`src/rtl/rr_arbiter8.sv`:
```
// Purpose: 8-way round-robin arbiter with a bounded grant hold time and a forced-release timeout pulse.
// Latency: a grant appears 1 cycle after the edge that samples req in IDLE; a release takes 1 cycle, then 1 idle cycle.
// Backpressure: none; req is level-sensitive and the grant holder keeps its grant by holding its req high (up to MAX_HOLD cycles).
module rr_arbiter8 #(
    parameter int MAX_HOLD = 15
) (
    input  logic       clk,
    input  logic       rst_n,
    input  logic [7:0] req,
    output logic [7:0] gnt,
    output logic [2:0] gnt_idx,
    output logic       gnt_valid,
    output logic       timeout
);

    // The hold counter is 4 bits wide, so the limit is compared in that width.
    localparam logic [3:0] MAX_HOLD_C = MAX_HOLD[3:0];

    typedef enum logic {
        IDLE = 1'b0,
        BUSY = 1'b1
    } state_t;

    state_t     state_q,    state_d;
    logic [2:0] ptr_q,      ptr_d;
    logic [3:0] hold_cnt_q, hold_cnt_d;
    logic [7:0] gnt_q,      gnt_d;
    logic [2:0] gnt_idx_q,  gnt_idx_d;
    logic       gnt_valid_q, gnt_valid_d;
    logic       timeout_q,  timeout_d;

    // Arbitration candidates.
    logic       sel_found;
    logic [2:0] sel_idx;
    logic [2:0] cand;
    logic [7:0] sel_onehot;

    // Release conditions while BUSY.
    logic       owner_req;
    logic       hold_at_max;
    logic [3:0] hold_cnt_inc;

    // Scan ptr, ptr+1, ... ptr+7 (mod 8) and pick the first requester that is set.
    always_comb begin
        sel_found = 1'b0;
        sel_idx   = 3'd0;
        cand      = 3'd0;
        for (int i = 0; i < 8; i++) begin
            cand = ptr_q + 3'(i);
            if (!sel_found && req[cand]) begin
                sel_found = 1'b1;
                sel_idx   = cand;
            end
        end
    end

    // One-hot form of the selected index.
    always_comb begin
        sel_onehot = 8'h00;
        sel_onehot[sel_idx] = 1'b1;
    end

    // Owner status and a saturating increment for the hold counter.
    always_comb begin
        owner_req    = req[gnt_idx_q];
        hold_at_max  = (hold_cnt_q >= MAX_HOLD_C);
        hold_cnt_inc = (hold_cnt_q == 4'hF) ? 4'hF : hold_cnt_q + 4'd1;
    end

    // Next-state and next-output logic; every output is registered from here.
    always_comb begin
        state_d     = state_q;
        ptr_d       = ptr_q;
        hold_cnt_d  = hold_cnt_q;
        gnt_d       = gnt_q;
        gnt_idx_d   = gnt_idx_q;
        gnt_valid_d = gnt_valid_q;
        timeout_d   = 1'b0;
        unique case (state_q)
            IDLE: begin
                if (sel_found) begin
                    state_d     = BUSY;
                    gnt_d       = sel_onehot;
                    gnt_idx_d   = sel_idx;
                    gnt_valid_d = 1'b1;
                    hold_cnt_d  = 4'd1;
                end
            end
            BUSY: begin
                if (!owner_req || hold_at_max) begin
                    // A voluntary drop wins over the limit, so timeout only
                    // fires when the owner still wants the grant.
                    state_d     = IDLE;
                    gnt_d       = 8'h00;
                    gnt_idx_d   = 3'd0;
                    gnt_valid_d = 1'b0;
                    hold_cnt_d  = 4'd0;
                    ptr_d       = gnt_idx_q + 3'd1;
                    timeout_d   = owner_req;
                end else begin
                    hold_cnt_d  = hold_cnt_inc;
                end
            end
            default: begin
                state_d     = IDLE;
                gnt_d       = 8'h00;
                gnt_idx_d   = 3'd0;
                gnt_valid_d = 1'b0;
                hold_cnt_d  = 4'd0;
            end
        endcase
    end

    // State and output registers; reset clears everything, including the pointer.
    always_ff @(posedge clk or negedge rst_n) begin
        if (!rst_n) begin
            state_q     <= IDLE;
            ptr_q       <= 3'd0;
            hold_cnt_q  <= 4'd0;
            gnt_q       <= 8'h00;
            gnt_idx_q   <= 3'd0;
            gnt_valid_q <= 1'b0;
            timeout_q   <= 1'b0;
        end else begin
            state_q     <= state_d;
            ptr_q       <= ptr_d;
            hold_cnt_q  <= hold_cnt_d;
            gnt_q       <= gnt_d;
            gnt_idx_q   <= gnt_idx_d;
            gnt_valid_q <= gnt_valid_d;
            timeout_q   <= timeout_d;
        end
    end

    assign gnt       = gnt_q;
    assign gnt_idx   = gnt_idx_q;
    assign gnt_valid = gnt_valid_q;
    assign timeout   = timeout_q;

endmodule
```
`config.mk`:
```
export PLATFORM = sky130hd
export DESIGN_NAME = rr_arbiter8
export DESIGN_NICKNAME = d
export VERILOG_FILES = /design/src/rtl/rr_arbiter8.sv
export SDC_FILE = /design/constraint.sdc
export NUM_CORES = 1
export LEC_CHECK = 0
export ABC_AREA = 1
export CAP_MARGIN = 20
export CORE_MARGIN = 10
export CORE_UTILIZATION = 51
export DETAILED_ROUTE_END_ITERATION = 10
export PLACE_DENSITY_LB_ADDON = 0.08
export SETUP_SLACK_MARGIN = 0.5
export SLEW_MARGIN = 40
export SYNTH_ARGS = -nofsm -noshare
export SYNTH_HDL_FRONTEND = slang
export SYNTH_SLANG_ARGS = --single-unit
```
`constraint.sdc`:
```
create_clock -name clk -period 2.2 [get_ports clk]
set_clock_uncertainty 0.2 [all_clocks]
set_input_delay 0.66 -clock clk [delete_from_list [all_inputs] [get_ports clk]]
set_output_delay 0.66 -clock clk [all_outputs]
set_load 0.01 [all_outputs]
```
==> impl_metrics.py <==
metrics = {
    "synth": {
        "synth_top_area_share": 0.274,
        "ys_top_cells_by_area": "dfrtp_1 27%, nand2_1 14%, nand3_2 7.8%, nand3_1 6.3%, nand2_2 4.6%",
        "yosys_warnings": 0,
        "syn_area_um2": 1920,
        "postSynthCellCount": 250,
        "syn_nets": 264,
        "synth_top_cell_by_area": "dfrtp_1",
        "ys_types": 40,
        "synth_seq_cells": 21,
        "synth_seq_area_share": 0.274,
        "syn_avg_cell_area_um2": 7.66,
    },
    "timing": {
        "rsz0062_at_grt": "yes",
        "period_share": 1.09,
        "maxSlewHeadroom": 0.786,
        "period_needed_ns": 2.40,
        "setup_viol": 17,
        "fmax_mhz": 417,
        "drv_slew": 0,
        "setup_ws_ns": -0.201,
        "tns_ns": -1.97,
        "tightest_slew_ns": 0.321,
        "hold_viol_final": 0,
    },
    "layout": {
        "final_area_um2": 2660,
        "drive_gt1_frac": 0.482,
        "final_cell_mix": "57 x nand2_1, 30 x buf_4, 24 x nand2_2",
        "final_common_cell": "nand2_1",
        "layout.cells.non_filler": 355,
        "layout.nets": 322,
        "diodes": 0,
        "nFillCells": 303,
        "syn_to_final_growth_pct": 38.8,
    },
    "min_path": {
        "hold_class": "reg -> reg",
        "holdPathStages": 2,
    },
    "clock_network": {
        "clk_pin_slew_ns": 0.07,
        "cts_max_level": 1,
        "cts-root-buf": "clkbuf_8",
        "clock_sinks": 21,
        "cts_max_path_buffers": 2,
        "numCtsBuffers": 3,
        "cts_tree": "built",
        "hold_buffers": 0,
        "clkLatencyLatePin_ns": 0.25,
    },
    "floorplan": {
        "die_w_um": 81.3,
        "fp.dieArea_um2": 6610,
        "core.rowCount": 22,
        "start_util": 0.527,
        "core_area_um2": 3630,
        "ios": 23,
        "die_height_um": 81.3,
    },
    "global_routing": {
        "grt_usage": 0.161,
        "grt_pass1_wl_um": 8560,
        "grt_max_degree": 22,
        "grt_pass1_vias": 1888,
        "antenna_found_initial": 0,
        "grt_overflow": 0,
    },
    "setup_path": {
        "r2r_cells": 14,
        "crit_fanout": 8,
        "cp_data_arrival_time_ns": 2.34,
        "start_kind": "register",
        "worstSetupPathType": "reg -> reg",
        "cp-end-kind": "register",
        "crit_required_ns": 2.14,
    },
    "place": {
        "io_buffers": 22,
        "hpwl_um": 3940,
        "placed_area_um2": 2460,
        "placed_cells": 346,
        "routabilityCongestion": 0.832,
        "pre_cts_slack_ns": -0.651,
    },
    "run_status": {
        "violations": "negative setup slack",
        "outcome": "finished, violations left",
    },
    "routing": {
        "first_iter_violations": 117,
        "via_per_inst": 5.18,
        "wl_per_cell_um": 14.7,
        "antenna_left": 0,
        "firstDrtPassIters": 4,
        "num_vias": 1839,
        "drt_wl_total_um": 5200,
        "drc": 0,
    },
    "run": {
        "drv_cap": 0,
    },
}
[final cells by class]
type | count | area (um2) | area share
repair buffers | 56 | 439 | 0.165
clock buffers | 4 | 45.0 | 0.0169
inverters | 31 | 138 | 0.0518
well taps | 48 | 60.1 | 0.0226
multi-input cells | 195 | 1450 | 0.545
flip-flops and latches | 21 | 528 | 0.199
[metal layers]
layer	up-vias	routed length, um	track usage
met5	-	0	0
met2	30	2890	0.307
met1	868	2060	0.179
met4	0	126	0.0554
li1	931	-	-
met3	10	124	0.0155
[synthesized netlist by cell type, drive strengths merged]
master	instances
nand2	88
nand3	41
inv	29
dfrtp	21
nor2	18
o21ai	14
nand4	5
a21oi	4
ha	4
xnor2	4
buf	3
o22ai	3
xor2	3
a31oi	2
clkinv	2
mux2i	2
nand3b	2
nor3	2
o21a	1
o221ai	1
o32ai	1
[timing repair]
item                       in CTS  in global routing
pin swaps                      14                  5
resized for setup              91                 20
hold endpoints to repair        0                  0
setup endpoints to repair      34                 23
setup buffers                   4                  1
cloned                          0                  0
[path summary, 6_finish.rpt]
path | startpoint | end | slack [ns]
worst max register to register | ptr_q[1] | gnt[0] | -0.20
worst min register to register | gnt_valid | gnt_valid | 0.28
min in group asynchronous | rst_n | timeout | 0.54
worst min-delay path | gnt_valid | gnt_valid | 0.28
worst max-delay path | ptr_q[1] | gnt[0] | -0.20
max in group asynchronous | rst_n | ptr_q[1] | 1.03
[metrics by stage]
stage,hold WS [ns],utilization
after floorplan,0.164,-
after global placement,0.261,0.678
after detailed placement,0.264,0.678
after CTS,0.280,0.706
after global routing,0.294,0.732
final,0.280,0.732
[sequential cells by signal, indices dropped and copies added (netlist names)]
signal      cells
timeout         1
state_q         1
gnt             8
gnt_valid       1
ptr_q           3
hold_cnt_q      4
gnt_idx         3
[worst max-delay path, cell delays in order (launching register included)]
cell and delay, ns:
dfrtp_2 0.45, inv_8 0.07, ha_4 0.24, inv_6 0.10, nand3_1 0.09, nand2_2 0.09
nand2_1 0.10, nand2_4 0.11, nand4_4 0.14, nor2_8 0.18, nand4_1 0.17, nand3_4 0.17
nor2_4 0.05, nand2_1 0.07, nand2_1 0.06
[cell families after synthesis]
family          synth area share
buf+inv                   0.0823
mux                       0.0105
xor+xnor                  0.0497
simple gates               0.465
flops                      0.274
compound gates            0.0921
fa+ha+maj                 0.0261
Power is left out: the tool's default activity adds up to more than one toggle a clock period on the data nets, which glitch-free logic cannot reach.
